===== src/rtl/cache_types.sv =====
// Types and default widths shared by the L2, the line-wide bus adapter and
// cacheline_adapter.
package cache_types;

  localparam int unsigned CL_S_OFFSET   = 5;
  localparam int unsigned CL_BEAT_WIDTH = 64;
  localparam int unsigned CL_LINE_WIDTH = (2 ** CL_S_OFFSET) * 8;

  typedef enum logic [1:0] {
    IDLE,
    READ,
    WRITE,
    DONE
  } cla_state_t;

  // Beats per line; callers keep the result a power of two and at least 2.
  function automatic int unsigned num_beats(input int unsigned s_offset,
                                            input int unsigned beat_width);
    return ((2 ** s_offset) * 8) / beat_width;
  endfunction

endpackage


===== src/rtl/cacheline_adapter.sv =====
// Splits L2 line reads/writebacks into fixed-length memory bursts and
// reassembles fill lines. Optional counters: CACHELINE_ADAPTER_PERF_EN.
module cacheline_adapter
  import cache_types::*;
#(
  parameter int unsigned s_offset   = CL_S_OFFSET,
  parameter int unsigned beat_width = CL_BEAT_WIDTH
) (
  input  logic                        clk,
  input  logic                        rst,
  input  logic [(2**s_offset)*8-1:0]  line_i,
  output logic [(2**s_offset)*8-1:0]  line_o,
  input  logic [31:0]                 address_i,
  input  logic                        read_i,
  input  logic                        write_i,
  output logic                        resp_o,
  input  logic [beat_width-1:0]       burst_i,
  output logic [beat_width-1:0]       burst_o,
  output logic [31:0]                 address_o,
  output logic                        read_o,
  output logic                        write_o,
  input  logic                        resp_i
`ifdef CACHELINE_ADAPTER_PERF_EN
  ,
  output logic [31:0]                 rd_count_o,
  output logic [31:0]                 wr_count_o
`endif
);

  localparam int unsigned       line_w    = (2 ** s_offset) * 8;
  localparam int unsigned       beats     = num_beats(s_offset, beat_width);
  localparam int unsigned       cnt_w     = $clog2(beats);
  localparam logic [cnt_w-1:0]  last_beat = cnt_w'(beats - 1);
  localparam logic [31:0]       addr_mask = ~((32'd1 << s_offset) - 32'd1);

  cla_state_t          state_q, state_d;
  logic [cnt_w-1:0]    k_q;
  logic [31:0]         addr_q;
  logic [line_w-1:0]   rd_buf_q;  // fill line; survives writebacks untouched
  logic [line_w-1:0]   wr_buf_q;  // latched writeback line

  always_ff @(posedge clk or negedge rst) begin
    // NOTE: sequential state uses <= so every register samples pre-edge values.
    if (!rst) state_q <= IDLE;
    else      state_q <= state_d;
  end

  always_comb begin
    // NOTE: default first so no branch leaves state_d unassigned (no latch).
    state_d = state_q;
    case (state_q)
      IDLE:    if (read_i)       state_d = READ;
               else if (write_i) state_d = WRITE;
      READ,
      WRITE:   if (resp_i && k_q == last_beat) state_d = DONE;
      DONE:    state_d = IDLE;
      default: state_d = IDLE;
    endcase
  end

  always_ff @(posedge clk or negedge rst) begin
    if (!rst) begin
      // NOTE: line buffers are reset because line_o/burst_o must read 0 out of reset.
      k_q      <= '0;
      addr_q   <= '0;
      rd_buf_q <= '0;
      wr_buf_q <= '0;
    end else begin
      case (state_q)
        IDLE: begin
          if (read_i) begin
            addr_q <= address_i & addr_mask;
            k_q    <= '0;
          end else if (write_i) begin
            addr_q   <= address_i & addr_mask;
            wr_buf_q <= line_i;
            k_q      <= '0;
          end
        end
        READ: if (resp_i) begin
          rd_buf_q[k_q*beat_width +: beat_width] <= burst_i;
          k_q <= k_q + cnt_w'(1);
        end
        WRITE: if (resp_i) k_q <= k_q + cnt_w'(1);
        default: ;
      endcase
    end
  end

  assign read_o    = (state_q == READ);
  assign write_o   = (state_q == WRITE);
  assign resp_o    = (state_q == DONE);
  assign address_o = addr_q;
  assign line_o    = rd_buf_q;
  assign burst_o   = wr_buf_q[k_q*beat_width +: beat_width];

`ifdef CACHELINE_ADAPTER_PERF_EN
  // Remembers the direction of the request leaving IDLE for the DONE tally.
  logic txn_rd_q;

  always_ff @(posedge clk or negedge rst) begin
    if (!rst) begin
      txn_rd_q   <= 1'b0;
      rd_count_o <= '0;
      wr_count_o <= '0;
    end else begin
      if (state_q == IDLE) txn_rd_q <= read_i;
      if (state_q == DONE) begin
        if (txn_rd_q) begin
          if (rd_count_o != '1) rd_count_o <= rd_count_o + 32'd1;
        end else begin
          if (wr_count_o != '1) wr_count_o <= wr_count_o + 32'd1;
        end
      end
    end
  end
`endif

endmodule


===== config.mk =====
export PLATFORM = sky130hd
export DESIGN_NAME = cacheline_adapter
export DESIGN_NICKNAME = d
export VERILOG_FILES = /design/src/rtl/cache_types.sv /design/src/rtl/cacheline_adapter.sv
export SDC_FILE = /design/constraint.sdc
export NUM_CORES = 1
export LEC_CHECK = 0
export ABC_AREA = 1
export CORE_AREA = 2 2 275 277
export DETAILED_ROUTE_END_ITERATION = 8
export DIE_AREA = 0 0 277 279
export PLACE_DENSITY = 0.65
export SLEW_MARGIN = 15
export SYNTH_ARGS = -nofsm -noshare
export SYNTH_HDL_FRONTEND = slang
export SYNTH_SLANG_ARGS = --single-unit

===== constraint.sdc =====
create_clock -name clk -period 2.1 [get_ports clk]
set_input_delay 0.21 -clock clk [delete_from_list [all_inputs] [get_ports clk]]
set_output_delay 0.21 -clock clk [all_outputs]
set_load 0.02 [all_outputs]

==> results by group <==
Critical path
  • Family with the most delay on the worst path: buffers and inverters
  • Crit Path Class: reg2out
  • Worst-path maximum fanout: 7
  • Critical Path RT: 1890 ps
  • CP Capture Type: output port
  • Critical Path AT: 2220 ps
  • CP dominant cell by count: buf_12
  • CP peak stage delay: 480 ps
  • Worst path cell trace: inv_8, buf_12, clkbuf_16, o211ai_1, nand2_2, buf_12
  • Slowest-stage cell, CP: dfrtp_4
  • Bufs and invs on worst path: 4
  • Critical Path Start Type: flip-flop

Cells and area
  • Area Overhead vs Synth: 49.34%
  • Ratio of cells with drive above 1 in the final layout: 0.1041
  • Fill count: 7110
  • Final core utilization: 0.4999
  • Nets@finish: 4353
  • Design area: 37030 µm²

Synth
  • Syn Inst Count: 3245
  • Avg Inst Size Synth: 7.641 µm²
  • Post-synthesis register bit count: 543
  • Most common flop cell mapped by yosys: dfrtp_1
  • Synthesized area: 24790 µm²
  • Share of the synthesized area in the top cell type: 0.5480
  • Synth warn: 0
  • Top-count cell post-synth: nand2_1
  • Seq/Total Area, Yosys: 0.5480
  • Synth cell count leaders: 1346 x nand2_1, 548 x inv_1, 543 x dfrtp_1
  • Yosys cell types: 20
  • Dominant cells by area after synthesis: dfrtp_1 55%, nand2_1 20%, inv_1 8.3%, o21ai_0 7.0%, buf_2 2.3%
  • Post-synth EDFFs: 0
  • Asr flop ratio synth: 1.000
  • Post-synth top area cell: dfrtp_1

STA
  • Slew @ Worst Pin: 585.7 ps
  • RSZ-0062 raised after global routing: yes
  • Final period utilization: 1.156
  • Setup violators final: 64
  • Max Clock Freq: 411.8 MHz
  • Hold Fails Final Rpt: 0
  • Max-slew violation count: 0
  • Clock skew: 33.46 ps
  • Setup ws final: -328.2 ps
  • Min cycle time layout: 2428 ps
  • Fin Hold WS: 83.12 ps
  • Relative slew slack: 0.6078

Drt
  • Routed wire length: 101.6 mm
  • Remaining antenna violation count: 0
  • Detail-routed net length per standard cell: 20.26 µm
  • Remaining DRCs: 0
  • Pre-antenna DRT Iters: 5
  • DR vias/cell: 4.603
  • DR iter-0 viols: 1783
  • Via count: 23080

Outcome
  • Violated checks: setup timing
  • Run status: finished with violations

Power and ir drop
  • Worst VDD drop: 1.194 mV
  • Sw Share: 0.3952
  • Pint: 29590 µW
  • Pleak: 0.01969 µW
  • Psw: 19340 µW
  • Combinational cell fraction of total power: 0.439
  • Share of power burned in registers: 0.322
  • PD cells: 1321 nW/µm²
  • Clock power share: 0.239

Floorplan
  • Num rows: 100
  • Die Wd: 277 µm
  • Num ports: 712
  • DIE HEIGHT: 279 µm
  • Die Area: 77280 µm²
  • Core box area: 74070 µm²
  • Initial Util: 0.3347

Global routing
  • GRT Util Overall: 0.2542
  • First-pass GRT wire length: 145.1 mm
  • Initial antenna violation count: 36
  • Largest net degree at the start of global routing: 77
  • Vias in the first global route: 22300
  • Grt ovf: 0

CTS
  • CTS root buf: clkbuf_16
  • Clock transition at path regs: 60 ps
  • Total CTS buffers: 66
  • Clock Latency Late Sink: 610 ps
  • Clk sinks: 543
  • H-tree depth: 3
  • CTS tree: done
  • CTS Buffer Depth: 3

Placed design
  • Port Buffer Count: 701
  • Post-DP HPWL: 75.21 mm
  • Placer Congestion: 0.9387
  • Placed inst area: 33670 µm²
  • Pre-CTS WS: -104.4 ps

Job
  • Max Cap Violations: 0

Min path
  • Worst hold path type: in2async
sequential cells by signal, indices dropped and copies added (netlist names):
| name | cells |
|---|---|
| address_o | 27 |
| line_o | 256 |
| wr_buf_q | 256 |
| k_q | 2 |
| state_q | 2 |
final timing paths:
path	start	to	slack (ps)	cells past startpoint
max	k_q[0]	burst_o[30]	-330	6
min	rst	wr_buf_q[150]	80	2
max reg2reg	k_q[0]	line_o[59]	50	10
min reg2reg	line_o[2]	line_o[2]	480	2
max in group asynchronous	rst	line_o[247]	1070	4
min in group clk	line_i[33]	wr_buf_q[33]	150	3
worst register-to-register path, stage by stage (launching register included):
cell     delay [ps]
dfrtp_4         530
inv_8           100
buf_4           220
ha_1            200
buf_4           120
nand3_4         170
buf_4           250
buf_4           150
nor2_1          120
nand2_1          70
nand2_1          60
final cells by class:
cell class | count | area [µm²] | area share
multi-input cells | 1969 | 8636 | 0.2332
diodes | 11 | 27.53 | 0.0007434
repair buffers | 855 | 9270 | 0.2504
flip-flops and latches | 543 | 13600 | 0.3672
clock inverters | 27 | 302.8 | 0.008178
well taps | 969 | 1212 | 0.03274
clock buffers | 89 | 1899 | 0.05130
inverters | 551 | 2083 | 0.05626
power groups by stage:
stage               Sequential, µW  Clock [µW]  Combinational, µW
finish                       15800       11700              21500
global route                 16100       12300              23200
CTS                          15700       11900              20000
detailed placement           15900           0              19300
global placement             15800           0              19200
floorplan                    16000           0               8630
what timing repair did:
item / 4_1_cts / 5_1_grt
endpoints found under the setup margin: 76 / 318
gates cloned: 2 / 9
gates resized for setup: 281 / 145
hold buffers: 1 / 0
endpoints found under the hold margin: 339 / 0
pin swaps: 21 / 41
setup buffers: 22 / 21
kinds of logic after synthesis:
group	synth area share
AND/OR/NAND/NOR	0.2378
adder cells (fa/ha/maj)	0.005046
flip-flops	0.5480
other	0.0001512
AO/OA/AOI/OAI	0.08978
buffers and inverters	0.1191
metrics by stage:
step | setup TNS [ps] | cells | power (µW)
after floorplan | 0 | 3249 | 24630
after global placement | -284.6 | 4839 | 35000
after detailed placement | -277.2 | 4839 | 35190
after CTS | -19360 | 4979 | 47710
after global routing | -16000 | 5008 | 51630
final | -10620 | 5014 | 48930
cells in the final DEF, fill, tap and decap left out, drive strengths merged:
cell type      instances
inv                  552
nand2               1346
clkbuf                97
dlygate4sd3            1
diode                 11
nand3                 61
o211ai                64
clkinvlp               3
dlygate4sd2            1
o21ai                348
nor2                 135
bufinv                 4
dfrtp                543
ha                    10
clkdlybuf4s50        634
buf                  211
conb                   5
clkinv                19
metal layers:
layer | up-vias | GRT usage | routed length, µm
met5 | - | 0 | 203
met4 | 34 | 0.1459 | 5962
met3 | 239 | 0.07564 | 8881
met2 | 952 | 0.4274 | 49120
met1 | 10660 | 0.2882 | 37410
li1 | 11190 | - | -
No activity file was read; power rests on OpenSTA's default activity.
